File: src/rtl/multicycle_add_sub.sv
// -----------------------------------------------------------------------------
// multicycle_add_sub
//
// Two's-complement adder/subtractor that pushes CHUNK bits per clock through a
// single narrow ripple slice. The whole WIDTH-bit operation takes
// N = WIDTH/CHUNK cycles. Results and flags change only when an operation
// completes, so the caller never sees a partial sum.
//
// Parameters
//   WIDTH    operand/result width; a multiple of CHUNK, >= 2
//   CHUNK    bits added per clock (CHUNK == WIDTH gives one-cycle operation)
//
// Ports
//   clk        rising-edge clock
//   reset_n    synchronous active-low reset
//   start      request, sampled only while busy = 0
//   subtract   0: a + b, 1: a - b (latched with start)
//   a, b       operands (latched with start)
//   busy       operation in progress
//   done       one-cycle pulse when sum/flags update
//   sum        result modulo 2^WIDTH
//   carryout   raw carry out of the MSB (for subtract: 1 = no borrow)
//   overflow   signed overflow (carry into MSB xor carry out of MSB)
//   zero       sum == 0
// -----------------------------------------------------------------------------
module multicycle_add_sub #(
    parameter int WIDTH = 16,
    parameter int CHUNK = 4
) (
    input  logic             clk,
    input  logic             reset_n,
    input  logic             start,
    input  logic             subtract,
    input  logic [WIDTH-1:0] a,
    input  logic [WIDTH-1:0] b,
    output logic             busy,
    output logic             done,
    output logic [WIDTH-1:0] sum,
    output logic             carryout,
    output logic             overflow,
    output logic             zero
);

    localparam int N  = WIDTH / CHUNK;
    localparam int KW = (N > 1) ? $clog2(N) : 1;
    localparam logic [KW-1:0] K_LAST = KW'(N - 1);

    typedef enum logic {
        IDLE = 1'b0,
        RUN  = 1'b1
    } state_t;

    state_t           state_q;
    logic [WIDTH-1:0] a_q;
    logic [WIDTH-1:0] b_q;       // already inverted for subtract
    logic [WIDTH-1:0] acc_q;
    logic [WIDTH-1:0] acc_d;
    logic             carry_q;
    logic [KW-1:0]    k_q;
    logic             busy_q;
    logic             done_q;
    logic [WIDTH-1:0] sum_q;
    logic             carryout_q;
    logic             overflow_q;
    logic             zero_q;

    // ------------------------------------------------------------------
    // Ripple slice: CHUNK full adders operating on chunk k of the latched
    // operands, carry-in taken from the carry register.
    // ------------------------------------------------------------------
    logic [CHUNK-1:0] a_chunk;
    logic [CHUNK-1:0] b_chunk;
    logic [CHUNK-1:0] s_chunk;
    logic [CHUNK:0]   c;

    assign a_chunk = a_q[int'(k_q) * CHUNK +: CHUNK];
    assign b_chunk = b_q[int'(k_q) * CHUNK +: CHUNK];
    assign c[0]    = carry_q;

    for (genvar i = 0; i < CHUNK; i++) begin : g_fa
        logic p;
        assign p        = a_chunk[i] ^ b_chunk[i];
        assign s_chunk[i] = p ^ c[i];
        assign c[i+1]   = (a_chunk[i] & b_chunk[i]) | (p & c[i]);
    end

    // On the last chunk c[CHUNK-1] is the carry into the MSB of the word
    // and c[CHUNK] the carry out of it.
    logic msb_carry_in;
    logic final_carry;
    assign msb_carry_in = c[CHUNK-1];
    assign final_carry  = c[CHUNK];

    // Accumulator with the current chunk merged in; on the last chunk this
    // is the complete result, so it can be published in the same edge.
    always_comb begin
        // NOTE: acc_d takes a full default before the partial overwrite so
        // every bit is assigned on every path and no latch is inferred.
        acc_d = acc_q;
        acc_d[int'(k_q) * CHUNK +: CHUNK] = s_chunk;
    end

    // ------------------------------------------------------------------
    // Control FSM and all state registers.
    // ------------------------------------------------------------------
    always_ff @(posedge clk) begin
        // NOTE: sequential state uses non-blocking assignments only, so
        // every register samples pre-edge values regardless of order.
        if (!reset_n) begin
            state_q    <= IDLE;
            a_q        <= '0;
            b_q        <= '0;
            acc_q      <= '0;
            carry_q    <= 1'b0;
            k_q        <= '0;
            busy_q     <= 1'b0;
            done_q     <= 1'b0;
            sum_q      <= '0;
            carryout_q <= 1'b0;
            overflow_q <= 1'b0;
            zero_q     <= 1'b0;
        end else begin
            // done is a pulse: cleared every edge unless set below.
            done_q <= 1'b0;
            case (state_q)
                IDLE: begin
                    if (start) begin
                        a_q     <= a;
                        // Subtract is a + ~b + 1: invert b here, the +1
                        // enters as the initial carry.
                        b_q     <= b ^ {WIDTH{subtract}};
                        carry_q <= subtract;
                        acc_q   <= '0;
                        k_q     <= '0;
                        busy_q  <= 1'b1;
                        state_q <= RUN;
                    end
                end
                RUN: begin
                    acc_q   <= acc_d;
                    carry_q <= final_carry;
                    k_q     <= k_q + 1'b1;
                    if (k_q == K_LAST) begin
                        sum_q      <= acc_d;
                        carryout_q <= final_carry;
                        overflow_q <= msb_carry_in ^ final_carry;
                        zero_q     <= ~|acc_d;
                        done_q     <= 1'b1;
                        busy_q     <= 1'b0;
                        state_q    <= IDLE;
                    end
                end
            endcase
        end
    end

    assign busy     = busy_q;
    assign done     = done_q;
    assign sum      = sum_q;
    assign carryout = carryout_q;
    assign overflow = overflow_q;
    assign zero     = zero_q;

endmodule
File: config.mk
export PLATFORM = sky130hd
export DESIGN_NAME = multicycle_add_sub
export DESIGN_NICKNAME = d
export VERILOG_FILES = /design/src/rtl/multicycle_add_sub.sv
export SDC_FILE = /design/constraint.sdc
export NUM_CORES = 1
export LEC_CHECK = 0
export BUFFER_PORTS_ARGS = -buffer_cell sky130_fd_sc_hd__buf_2
export CORE_ASPECT_RATIO = 1.5
export CORE_MARGIN = 3
export CORE_UTILIZATION = 53
export CTS_BUF_LIST = sky130_fd_sc_hd__clkbuf_2 sky130_fd_sc_hd__clkbuf_4 sky130_fd_sc_hd__clkbuf_8
export DETAILED_ROUTE_END_ITERATION = 6
export PLACE_DENSITY_LB_ADDON = 0.05
export SLEW_MARGIN = 20
export SYNTH_ARGS = -nofsm -noshare
export SYNTH_HDL_FRONTEND = slang
export SYNTH_SLANG_ARGS = --single-unit
File: constraint.sdc
create_clock -name clk -period 3.24 [get_ports clk]
set_clock_uncertainty 0.15 [all_clocks]
set_input_delay 0.81 -clock clk [delete_from_list [all_inputs] [get_ports clk]]
set_output_delay 0.81 -clock clk [all_outputs]
set_load 0.01 [all_outputs]
== Word level (Yosys, flattened, before mapping) ==
Cells that the tools add are included.

* Register bits: 73

* Add/subtract/negate cells: 2
* Eq/ne operators: 3
* Shifts and indexed selects: 4
* Mux-type cells: 14
* Bitwise operators: 23
* Reductions and logical operators: 6

{| class="wikitable"
|+ Operators with widths
! cell !! number
|-
| negator 4 -> 33 bit || 1
|-
| variable shift 4 x 33 -> 16 bit (first input constant) || 1
|-
| variable part select 4 x 33 -> 16 bit || 1
|-
| one-hot mux 16 bit (2 select lines) || 1
|-
| variable part select 16 x 5 -> 4 bit || 2
|-
| bitwise mux 16 bit || 1
|-
| 2-to-1 mux 16 bit || 1
|-
| OR reduction 16 bit || 1
|-
| bitwise XOR 16 bit || 1
|-
| bitwise XOR 1 bit || 9
|-
| bitwise AND 1 bit || 8
|-
| AND reduction 2 bit || 4
|-
| 2-to-1 mux 1 bit || 6
|-
| one-hot mux 1 bit (2 select lines) || 3
|-
| bitwise OR 1 bit || 4
|-
| one-hot mux 2 bit (2 select lines) || 1
|-
| adder 2 x 1 -> 2 bit (second input constant) || 1
|-
| == test 2 bit (second input constant) || 1
|-
| 2-to-1 mux 2 bit || 1
|-
| != test 2 x 1 -> 1 bit (second input constant) || 1
|-
| != test 2 bit (second input constant) || 1
|-
| logical NOT 1 bit || 1
|-
| NOT 1 bit || 1
|}

== Longest topological paths before layout ==
Gate-level depths: netlist (run 1).

* Depth in word-level cells: 13
* Gate-level depth with buffers: 12
* Mapped depth without buffers: 11

== Worst setup path before layout (run 1) ==
Ideal clock, no wire load.

* Kind: register to register
* From: register k_q[1]
* To: register zero_q (netlist: zero)
* Library setup time: 59 ps
* Data arrival time: 3144 ps
* Slack: -113 ps
* Stages on the path, launching flop included: 13
* Buffers on the path: 1
* Clock period less this slack: 3353 ps
* Cells stage by stage: dfxtp_1 -> clkbuf_1 -> mux4_2 -> fa_1 -> inv_1 -> fa_1 -> fa_1 -> fa_1 -> nor2_1 -> a31oi_2 -> o211ai_1 -> nor4_2 -> a22o_1

* Longest elaborated chain between the ends: 13
* Elaborated cells between the ends (all ways): 27

{| class="wikitable"
|+ RTL lines
! what !! line !! text
|-
| start: declaration || 59 || <nowiki>logic [KW-1:0] k_q;</nowiki>
|-
| start signal: assignment || 142 || <nowiki>k_q <= k_q + 1'b1;</nowiki>
|-
| variable part select 16 x 5 -> 4 bit (on tied branches) || 76, 77 ||
|-
| bitwise XOR 1 bit || 82 || <nowiki>assign p = a_chunk[i] ^ b_chunk[i];</nowiki>
|-
| bitwise AND 1 bit || 84 || <nowiki>assign c[i+1] = (a_chunk[i] & b_chunk[i]) | (p & c[i]);</nowiki>
|-
| bitwise OR 1 bit || 84 ||
|-
| bitwise AND 1 bit || 84 ||
|-
| bitwise OR 1 bit || 84 ||
|-
| bitwise AND 1 bit || 84 ||
|-
| bitwise OR 1 bit || 84 ||
|-
| bitwise XOR 1 bit || 83 || <nowiki>assign s_chunk[i] = p ^ c[i];</nowiki>
|-
| variable part select 4 x 33 -> 16 bit || 100 || <nowiki>acc_d[int'(k_q) * CHUNK +: CHUNK] = s_chunk;</nowiki>
|-
| bitwise mux 16 bit || 100 ||
|-
| OR reduction 16 bit || 147 || <nowiki>zero_q <= ~|acc_d;</nowiki>
|-
| logical NOT 1 bit || 147 ||
|-
| end signal: assignment || 147 ||
|-
| end: declaration || 65 || <nowiki>logic zero_q;</nowiki>
|}

Several ways; a longest one is shown, not always the timed one.
A chain may end at the register's enable or synchronous reset.

== Final worst setup path (run 1) ==
* From: register k_q[0]
* To: register zero_q (netlist: zero)

Same word-level chain as after synthesis.

==> results of run 1 <==
==> layout make-up <==
type | instances | area [um2]
clock inverters | 4 | 76.3
fillers | 573 | 2120
flip-flops and latches | 73 | 1470
well taps | 74 | 92.6
inverters | 15 | 56.3
multi-input cells | 259 | 1900
clock buffers | 12 | 153
repair buffers | 72 | 400
==> worst min-delay path: stages, from the launching register on <==
cell,delay (ns)
sky130_fd_sc_hd__dfxtp_1,0.32
sky130_fd_sc_hd__nand2_1,0.04
sky130_fd_sc_hd__o21ai_0,0.05
==> cell usage after synthesis (all sizes together), types with 4 or more instances <==
cell type,count,area (um2)
a21oi,9,45.0
nor3,7,35.0
inv,15,56.3
o21a,13,97.6
fa,4,80.1
xnor2,17,149
nor3b,12,90.1
nor2,6,25.0
ha,6,75.1
nand2,64,240
dfxtp,73,1460
a31oi,11,75.1
nor2b,30,188
mux4,8,195
clkbuf,18,67.6
a21boi,16,120
o211a,17,170
buf,9,53.8
a22o,5,43.8
o21ai,15,75.1
==> layer usage <==
metal	up-vias	wire length [um]	part of all wire
met5	-	0	0
met4	0	279	0.036
met3	24	252	0.032
met2	58	4220	0.54
met1	1287	3010	0.39
li1	1390	-	-
==> timing repair <==
item	CTS	global route
endpoints found under the hold margin	0	0
setup endpoints to repair	0	4
resized for setup	0	13
==> worst paths after layout <==
path / start / end / slack, ns / cells after the start
max: k_q[0] / zero / 0.005 / 11
min: sum[8] / sum[8] / 0.30 / 2
max reg2reg: k_q[0] / zero / 0.005 / 11
min reg2reg: sum[8] / sum[8] / 0.30 / 2
==> flip-flops by register name (all words and copies together) (netlist names) <==
register and cells:
acc_q 16, b_q 16, carry_q 1, zero 1
overflow 1, k_q 2, busy 1, sum 16
done 1, a_q 16, state_q 1, carryout 1
==> through the flow <==
step / worst slack [ns] / util / setup TNS (ns) / area [um2] / power [W]
global placement: 0.117 / 0.618 / 0 / 3870 / 0.00123
CTS: 0.00503 / 0.654 / 0 / 4100 / 0.00205
global route: -0.168 / 0.661 / -0.261 / 4140 / 0.00211
finish: 0.00456 / 0.661 / 0 / 4140 / 0.00204
detailed placement: 0.0311 / 0.618 / 0 / 3870 / 0.00123
floorplan: 0.0267 / - / 0 / 3490 / 0.00115
==> power breakdown <==
| part | switching, W | leakage, nW | internal, W |
|---|---|---|---|
| sequential | 0.0000245 | 0.596 | 0.000931 |
| clock | 0.000342 | 0.114 | 0.000474 |
| combinational | 0.000144 | 1.08 | 0.000122 |
==> kinds of logic (layout without fill, tap and decap cells) <==
group                    after synthesis  after routing
adder cells (fa/ha/maj)               10             10
flip-flops                            73             73
AND/OR/NAND/NOR                      133            133
AO/OA/AOI/OAI                         90             90
buffers and inverters                 42            103
multiplexers                           9              9
XOR/XNOR                              17             17
==> placed cells by master (no fill, tap or decap), types with 2 or more instances in the layout <==
| cell | Yosys | final |
|---|---|---|
| sky130_fd_sc_hd__fa_2 | 0 | 4 |
| sky130_fd_sc_hd__o21ai_0 | 15 | 15 |
| sky130_fd_sc_hd__o22ai_1 | 2 | 2 |
| sky130_fd_sc_hd__mux4_2 | 4 | 5 |
| sky130_fd_sc_hd__mux4_1 | 4 | 3 |
| sky130_fd_sc_hd__a21oi_1 | 9 | 9 |
| sky130_fd_sc_hd__buf_4 | 1 | 16 |
| sky130_fd_sc_hd__clkbuf_8 | 0 | 10 |
| sky130_fd_sc_hd__bufinv_16 | 0 | 2 |
| sky130_fd_sc_hd__xnor2_1 | 17 | 17 |
| sky130_fd_sc_hd__clkbuf_4 | 0 | 2 |
| sky130_fd_sc_hd__nor2b_1 | 30 | 28 |
| sky130_fd_sc_hd__a21boi_0 | 16 | 16 |
| sky130_fd_sc_hd__nor3b_1 | 12 | 12 |
| sky130_fd_sc_hd__nand4_1 | 3 | 3 |
| sky130_fd_sc_hd__inv_2 | 1 | 3 |
| sky130_fd_sc_hd__nor2_1 | 5 | 4 |
| sky130_fd_sc_hd__a31oi_1 | 10 | 8 |
| sky130_fd_sc_hd__a22o_1 | 5 | 5 |
| sky130_fd_sc_hd__nor4_2 | 1 | 2 |
| sky130_fd_sc_hd__a31oi_2 | 1 | 2 |
| sky130_fd_sc_hd__and2b_1 | 2 | 2 |
| sky130_fd_sc_hd__nand3_1 | 3 | 3 |
| sky130_fd_sc_hd__o211a_1 | 17 | 17 |
| sky130_fd_sc_hd__nor3_1 | 7 | 7 |
| sky130_fd_sc_hd__inv_1 | 14 | 12 |
| sky130_fd_sc_hd__dfxtp_1 | 73 | 72 |
| sky130_fd_sc_hd__buf_2 | 7 | 56 |
| sky130_fd_sc_hd__and2_1 | 2 | 2 |
| sky130_fd_sc_hd__nand2_1 | 64 | 64 |
| sky130_fd_sc_hd__o21a_1 | 13 | 13 |
| sky130_fd_sc_hd__ha_1 | 6 | 6 |
==> impl_metrics.json, run 1 <==
{
  "relSlewSlack": 0.486,
  "wire_length_of_the_first_global_routing_pass_mm": 12.6,
  "gp_congestion": 0.860,
  "worstPathRequired_ns": 3.38,
  "cp_cell_sequence": "mux4_2 -> fa_2 -> inv_2 -> fa_2 -> fa_2 -> fa_2 -> nor2_4 -> a31oi_4 -> nand4_1 -> nor4_2 -> a22o_1",
  "grt_overflow_total": 0,
  "drt_pass1_iterations": 4,
  "number_of_buffers_on_the_longest_clock_path": 2,
  "crit_top_cell": "sky130_fd_sc_hd__fa_2",
  "area_delta_synth_final_pct": 18.8,
  "synth_top_family_by_area": "simple AND/OR/NAND/NOR gates",
  "max_cap_viols": 0,
  "worst-path-buf-inv": 1,
  "drive_above_1_share": 0.260,
  "ctsHtreeMaxLevel": 3,
  "ir_drop_mv": 0.383,
  "worstPathArrival_ns": 3.38,
  "fin_hold_ws_ns": 0.300,
  "critical-path-slowest-cell": "sky130_fd_sc_hd__fa_2",
  "antennaDiodeCount": 0,
  "grt_pass1_vias": 2724,
  "route.vias.total": 2759,
  "wl_per_cell_um": 15.2,
  "finish.net_count": 476,
  "setup_repair_after_global_routing_missed_its_margin": "yes",
  "use_met1": 0.227,
  "dpl.hpwl_mm": 5.64,
  "global_route.usage.total": 0.215,
  "final_max_slew_viol_count": 0,
  "synth_simple_gate_area_frac": 0.194,
  "floorplan.die_area_mm2": 0.00760,
  "yosys-mux-area-fraction": 0.0593,
  "ys_ff_latch": 73,
  "detail_route.iter0.violations": 96,
  "fmax_mhz": 309,
  "hp-class": "register to register",
  "floorplan.die.height_um": 105,
  "post_synth_fa_ha_maj_area_fraction": 0.0445,
  "cts_inserted_buffers": 9,
  "die_w_um": 72.2,
  "timing.critical_path.max_delay_family": "adder cells",
  "antenna_violating_nets_post_route": 0,
  "synth.avg_cell_area_um2": 9.31,
  "final-instance-count-excl-fill": 509,
  "placeableCoreArea_mm2": 0.00626,
  "synth.cell_area_mm2": 0.00348,
  "synth_sequential_area_ratio": 0.420,
  "yosys.cell_types.count": 38,
  "routed_wl_mm": 7.76,
  "ys.warnings.count": 0,
  "cts.root.buffer_cell": "sky130_fd_sc_hd__clkbuf_8",
  "initial_utilization": 0.556,
  "placementRows": 35,
  "number_of_remaining_drc_errors": 0,
  "grt_util_met3": 0.0420,
  "use_met2": 0.385,
  "synth-edff-count": 0,
  "total_placed_cells_including_tap_cells": 493,
  "finish_stage_setup_viols": 0,
  "cts_tree": "built",
  "top_usage_layer": "met2",
  "worst_setup_path_start_kind": "register",
  "io_pins": 57,
  "clk-insertion-delay-late_ns": 0.35,
  "worstSetupEndpointType": "register",
  "power_leakage_nw": 1.79,
  "postCtsHoldBufs": 0,
  "run_status": "finished clean",
  "syn-instance-count": 374,
  "synth-compound-area-share": 0.189,
  "power_density_mw_per_mm2": 492,
  "initial_antenna_violation_count": 0,
  "fin_crit_ns": 3.24,
  "timing.final.crit_share": 0.999,
  "cp_slowest_stage_delay_ns": 0.59,
  "clk_pin_slew_worst_paths_ns": 0.07,
  "postCtsSetupBuffers": 0,
  "max_slew.worst_pin.slew_ns": 0.772,
  "detail_route.vias_per_cell": 5.42,
  "ws_path_type": "register to register",
  "portBuffers": 56,
  "finalHoldViolations": 0,
  "async_reset_ff_frac": 0,
  "number_of_nets_produced_by_synthesis": 420,
  "synth-xor-area-share": 0.0427,
  "tritoncts_num_sinks": 73,
  "critical_path_fanout_max": 3,
  "grt_start_max_net_pins": 50,
  "ys_dominant_reg_cell": "sky130_fd_sc_hd__dfxtp_1"
}
Power figures use the tool's default switching activity.
==> run 2: changes to the inputs <==
==> constraint.sdc (replaced) <==
create_clock -name clk -period 3.24 [get_ports clk]
set_clock_uncertainty 0.15 [all_clocks]
set_input_delay 0.648 -clock clk [delete_from_list [all_inputs] [get_ports clk]]
set_output_delay 0.648 -clock clk [all_outputs]
set_load 0.01 [all_outputs]
==> run 2 against run 1 <==
Critical path depth stayed put. Maximum frequency is 0.62% higher. Clock power is 12% lower. Design area is 1.0% lower. Worst setup slack better by 0.020 ns. Total power is 5.1% lower. Register-to-register slack better by 0.02 ns. Routed wire length is 0.22% lower. Worst hold slack worse by 0.0038 ns. Combinational power is 2% lower.
==> impl_metrics.json, run 2 (synthesized netlist as in run 1, its figures left out) <==
{
  "run_status": "finished clean",
  "detail_route.iter0.violations": 181,
  "worst_setup_path_start_kind": "register",
  "worstSetupEndpointType": "register",
  "critical_path_fanout_max": 5,
  "grt_pass1_vias": 2817,
  "number_of_remaining_drc_errors": 0,
  "finalHoldViolations": 0,
  "clk_pin_slew_worst_paths_ns": 0.07,
  "antenna_violating_nets_post_route": 0,
  "power_leakage_nw": 1.80,
  "placementRows": 35,
  "power_density_mw_per_mm2": 472,
  "worstPathArrival_ns": 3.36,
  "cts_tree": "built",
  "worstPathRequired_ns": 3.38,
  "hold_depth": 2,
  "grt_start_max_net_pins": 34,
  "place_area_mm2": 0.00388,
  "dpl.hpwl_mm": 5.75,
  "floorplan.die.height_um": 105,
  "finish_stage_setup_viols": 0,
  "critical-path-slowest-cell": "sky130_fd_sc_hd__fa_1",
  "final_max_slew_viol_count": 0,
  "number_of_buffers_on_the_longest_clock_path": 2,
  "max_cap_viols": 0,
  "initial_utilization": 0.556,
  "portBuffers": 56,
  "worst-path-buf-inv": 2,
  "ctsHtreeMaxLevel": 3,
  "timing.final.crit_share": 0.992,
  "cp_cell_sequence": "buf_4 -> mux4_1 -> inv_1 -> fa_2 -> fa_2 -> fa_1 -> nor2_2 -> a31oi_2 -> nand4_1 -> nor4_2 -> a22o_1",
  "global_route.usage.total": 0.225,
  "cp.depth": 11,
  "area_delta_synth_final_pct": 17.6,
  "die_w_um": 72.2,
  "r2r.worst_path.cells": 11,
  "ws_path_type": "register to register",
  "drt_pass1_iterations": 4,
  "tritoncts_num_sinks": 73,
  "fmax_mhz": 311,
  "fin_crit_ns": 3.22,
  "fin_area_mm2": 0.00410,
  "cp_slowest_stage_delay_ns": 0.55,
  "most_used_cells_in_the_layout_excluding_fill_and_tap_cells": "71 x sky130_fd_sc_hd__dfxtp_1, 64 x sky130_fd_sc_hd__nand2_1, 56 x sky130_fd_sc_hd__buf_2, 29 x sky130_fd_sc_hd__nor2b_1",
  "final_common_cell": "sky130_fd_sc_hd__dfxtp_1",
  "ir_drop_mv": 0.360,
  "io_pins": 57,
  "wire_length_of_the_first_global_routing_pass_mm": 13.3,
  "fillers": 557,
  "wl_per_cell_um": 15.2,
  "route.vias.total": 2749,
  "antennaDiodeCount": 0,
  "relSlewSlack": 0.552,
  "max_slew.worst_pin.slew_ns": 0.670,
  "clk-insertion-delay-late_ns": 0.35,
  "floorplan.die_area_mm2": 0.00760,
  "finish.net_count": 477,
  "gp_congestion": 0.833,
  "cts.root.buffer_cell": "sky130_fd_sc_hd__clkbuf_8",
  "grt_overflow_total": 0,
  "initial_antenna_violation_count": 0,
  "crit_top_cell": "sky130_fd_sc_hd__fa_2",
  "routed_wl_mm": 7.74,
  "total_placed_cells_including_tap_cells": 494,
  "timing.critical_path.max_delay_family": "adder cells",
  "placeableCoreArea_mm2": 0.00626,
  "cts_inserted_buffers": 9,
  "hp-class": "register to register",
  "setup_repair_after_global_routing_missed_its_margin": "yes",
  "drive_above_1_share": 0.248,
  "final-instance-count-excl-fill": 510,
  "detail_route.vias_per_cell": 5.39
}
-- run 2: area by class of cell --
type / instances / area, um2 / share of cell area
flip-flops and latches: 73 / 1460 / 0.357
inverters: 15 / 56.3 / 0.0137
clock inverters: 5 / 53.8 / 0.0131
clock buffers: 11 / 151 / 0.0369
multi-input cells: 259 / 1870 / 0.457
well taps: 74 / 92.6 / 0.0226
repair buffers: 73 / 408 / 0.0995
-- run 2: report_power, final --
part / leakage [nW] / switching [W] / internal, W
Clock: 0.109 / 0.000323 / 0.000394
Combinational: 1.09 / 0.000140 / 0.000121
Sequential: 0.596 / 0.0000228 / 0.000932
Total: 1.80 / 0.000486 / 0.00145
-- run 2: path summary, 6_finish.rpt --
| path | startpoint | end | slack (ns) |
|---|---|---|---|
| max | k_q[0] | zero | 0.02 |
| min | sum[7] | sum[7] | 0.30 |
| max reg2reg | k_q[0] | zero | 0.02 |
| min reg2reg | sum[7] | sum[7] | 0.30 |
-- run 2: tightest hold or removal path: stages, from the launching register on --
cell and delay, ns:
sky130_fd_sc_hd__dfxtp_1 0.32, sky130_fd_sc_hd__nand2_1 0.04, sky130_fd_sc_hd__o21ai_0 0.05
-- run 2: what timing repair did --
action                     CTS  global route
hold buffers                 0             0
resized for setup            1             3
hold endpoints to repair     0             0
pin swaps                    0             5
buffers inserted             0             0
setup endpoints to repair    1             3
-- run 2: per-stage QoR --
step	utilization	power (W)	hold WS (ns)	setup TNS (ns)	setup WS [ns]
after CTS	0.652	0.00195	0.303	0	0.0118
after global routing	0.654	0.00202	0.327	-0.279	-0.141
after global placement	0.619	0.00123	0.280	0	0.110
after detailed placement	0.619	0.00123	0.287	0	0.00778
after floorplan	-	0.00115	0.289	0	0.0267
final	0.654	0.00193	0.296	0	0.0243
-- run 2: layer usage --
metal  vias up  wire [um]  global-route usage
met3        13        210              0.0286
met1      1293       3080               0.252
li1       1396          -                   -
met2        47       4280               0.409
met5         -          0                   0
met4         0        172               0.105
==> run 3: changes to the inputs <==
- ABC_AREA: not set -> 1
- CORE_UTILIZATION: 53 -> 52
- clock period: 3.24 -> 2.6 ns (I/O delays scaled with it)
==> run 3 against run 2 <==
The flow now finishes with violations (setup timing). Clock power rose by 41%. Worst setup slack worse by 0.45 ns. Non-clock buffer count grew 17. Sequential power is 26% higher. Highest routed layer unchanged.
==> impl_metrics.json, run 3 <==
{
  "power_leakage_nw": 1.84,
  "global_route.usage.total": 0.225,
  "final-instance-count-excl-fill": 585,
  "detail_route.iter0.violations": 188,
  "max_cap_viols": 0,
  "place_area_mm2": 0.00380,
  "synth_sequential_area_ratio": 0.435,
  "synth-edff-count": 0,
  "cp_slowest_stage_delay_ns": 0.55,
  "timing.final.crit_share": 1.17,
  "grt_start_max_net_pins": 51,
  "critical-path-slowest-cell": "sky130_fd_sc_hd__fa_1",
  "synth.avg_cell_area_um2": 7.81,
  "ys_dominant_reg_cell": "sky130_fd_sc_hd__dfxtp_1",
  "floorplan.die_area_mm2": 0.00748,
  "ir_drop_mv": 0.531,
  "worstSetupEndpointType": "register",
  "relSlewSlack": 0.648,
  "fin_area_mm2": 0.00413,
  "gp_congestion": 0.950,
  "syn-instance-count": 430,
  "worst_setup_path_start_kind": "register",
  "max_slew.worst_pin.slew_ns": 0.527,
  "io_pins": 57,
  "number_of_nets_produced_by_synthesis": 476,
  "worstPathRequired_ns": 2.75,
  "layout_setup_ws_ns": -0.430,
  "cts_inserted_buffers": 9,
  "fin_crit_ns": 3.03,
  "fin_setup_tns_ns": -3.98,
  "finish.net_count": 552,
  "cts_tree": "built",
  "routed_wl_mm": 8.07,
  "die_w_um": 71.6,
  "multi_input_area_mm2": 0.00171,
  "area_delta_synth_final_pct": 23.0,
  "synth.largest_area_cell": "sky130_fd_sc_hd__dfxtp_1",
  "share_of_the_synthesized_area_in_the_top_cell_type": 0.435,
  "setup_repair_after_global_routing_missed_its_margin": "yes",
  "synth.cell_area_mm2": 0.00336,
  "ys_ff_latch": 73,
  "clk-insertion-delay-late_ns": 0.35,
  "total_placed_cells_including_tap_cells": 562,
  "yosys.cell_types.count": 31,
  "number_of_remaining_drc_errors": 0,
  "drt_pass1_iterations": 4,
  "number_of_buffers_on_the_longest_clock_path": 2,
  "synth_top_cells_by_area": "sky130_fd_sc_hd__dfxtp_1 44%, sky130_fd_sc_hd__nand2_1 9.6%, sky130_fd_sc_hd__o21ai_0 7.4%",
  "finalHoldViolations": 0,
  "critical_path_fanout_max": 7,
  "detail_route.vias_per_cell": 5.25,
  "power_w": 0.00266,
  "hp-class": "input port to register",
  "drive_above_1_share": 0.270,
  "synth_most_common_cell": "sky130_fd_sc_hd__nand2_1",
  "initial_utilization": 0.540,
  "fmax_mhz": 330,
  "power_density_mw_per_mm2": 643,
  "dpl.hpwl_mm": 5.80,
  "async_reset_ff_frac": 0,
  "antenna_violating_nets_post_route": 0,
  "synth_common_cells": "86 x sky130_fd_sc_hd__nand2_1, 73 x sky130_fd_sc_hd__dfxtp_1, 59 x sky130_fd_sc_hd__nor2_1",
  "wl_per_cell_um": 13.8,
  "grt_overflow_total": 0,
  "fillers": 574,
  "clk_pin_slew_worst_paths_ns": 0.08,
  "most_used_cells_in_the_layout_excluding_fill_and_tap_cells": "82 x sky130_fd_sc_hd__nand2_1, 71 x sky130_fd_sc_hd__dfxtp_1, 56 x sky130_fd_sc_hd__nor2_1, 56 x sky130_fd_sc_hd__buf_2, 42 x sky130_fd_sc_hd__o21ai_0",
  "postCtsHoldBufs": 0,
  "grt_pass1_vias": 2896,
  "cts.root.buffer_cell": "sky130_fd_sc_hd__clkbuf_8",
  "floorplan.die.height_um": 104,
  "wire_length_of_the_first_global_routing_pass_mm": 13.4,
  "portBuffers": 56,
  "tritoncts_num_sinks": 73,
  "worstPathArrival_ns": 3.18,
  "cp_cell_sequence": "inv_6 -> o21ai_1 -> o22ai_2 -> fa_2 -> inv_2 -> fa_2 -> fa_2 -> fa_1 -> nor2_2 -> nand3_1 -> nand2_1 -> nor2_1 -> nand2_1 -> nor2_1 -> nand3_1 -> nand2_1",
  "route.vias.total": 3070,
  "antennaDiodeCount": 0,
  "violations": "setup timing",
  "run_status": "finished, violations left",
  "seq_area_mm2": 0.00147,
  "placeableCoreArea_mm2": 0.00622,
  "final_max_slew_viol_count": 0,
  "ws_path_type": "register to register",
  "ys.warnings.count": 0,
  "finish.utilization": 0.664,
  "ctsHtreeMaxLevel": 3,
  "placementRows": 35,
  "finish_stage_setup_viols": 17,
  "final_common_cell": "sky130_fd_sc_hd__nand2_1",
  "initial_antenna_violation_count": 0
}
==> run 3: worst paths after layout <==
kind / start / endpoint / slack, ns / cells after the start
min: a[11] / a_q[11] / 0.23 / 3
min reg2reg: zero / zero / 0.32 / 2
max: k_q[0] / zero / -0.43 / 16
max reg2reg: k_q[0] / zero / -0.43 / 16
==> run 3: cell type report <==
class	count	area share
multi-input combinational	306	0.413
clock inverter	5	0.0188
tap	74	0.0224
clock buffer	11	0.0366
timing repair buffer	90	0.130
inverter	26	0.0248
sequential	73	0.355
==> run 3: metrics by stage <==
stage	setup slack (ns)	hold slack [ns]
after floorplan	-0.564	0.290
final	-0.430	0.233
after global routing	-0.624	0.249
after global placement	-0.480	0.296
after CTS	-0.408	0.232
after detailed placement	-0.591	0.300
==> run 3: worst max-delay path, delay by kind of cell (launching register included) <==
kind            cells  cell delay, ns
fa+ha+maj           4            1.48
buf+inv             2            0.12
flops               1            0.38
simple gates        8            0.58
compound gates      2            0.25
==> run 3: kinds of logic (layout without fill, tap and decap cells) <==
| kind of cell | Yosys count | in the layout | synth area share |
|---|---|---|---|
| adders and majority gates | 10 | 10 | 0.0462 |
| buffers and inverters | 51 | 132 | 0.0763 |
| DFF | 73 | 73 | 0.435 |
| AOI/OAI and AO/OA | 116 | 116 | 0.199 |
| xor gates and xnor gates | 17 | 17 | 0.0443 |
| and+or+nand+nor | 163 | 163 | 0.199 |
==> run 3: metal layers <==
metal	vias to the layer above	track usage	wire, um
met4	0	0.112	247
met2	78	0.397	4260
met5	-	0	0
met3	22	0.0358	300
li1	1565	-	-
met1	1405	0.255	3260
==> run 3: repair_timing <==
item,in CTS,in global routing
resized for setup,11,13
buffers inserted,4,3
pin swaps,14,4
endpoints found under the setup margin,21,24
==> run 3: report_power, final <==
part	switching [W]	internal [W]	total (W)
registers	0.0000348	0.00117	0.00120
logic	0.000258	0.000191	0.000449
clock network	0.000417	0.000589	0.00101
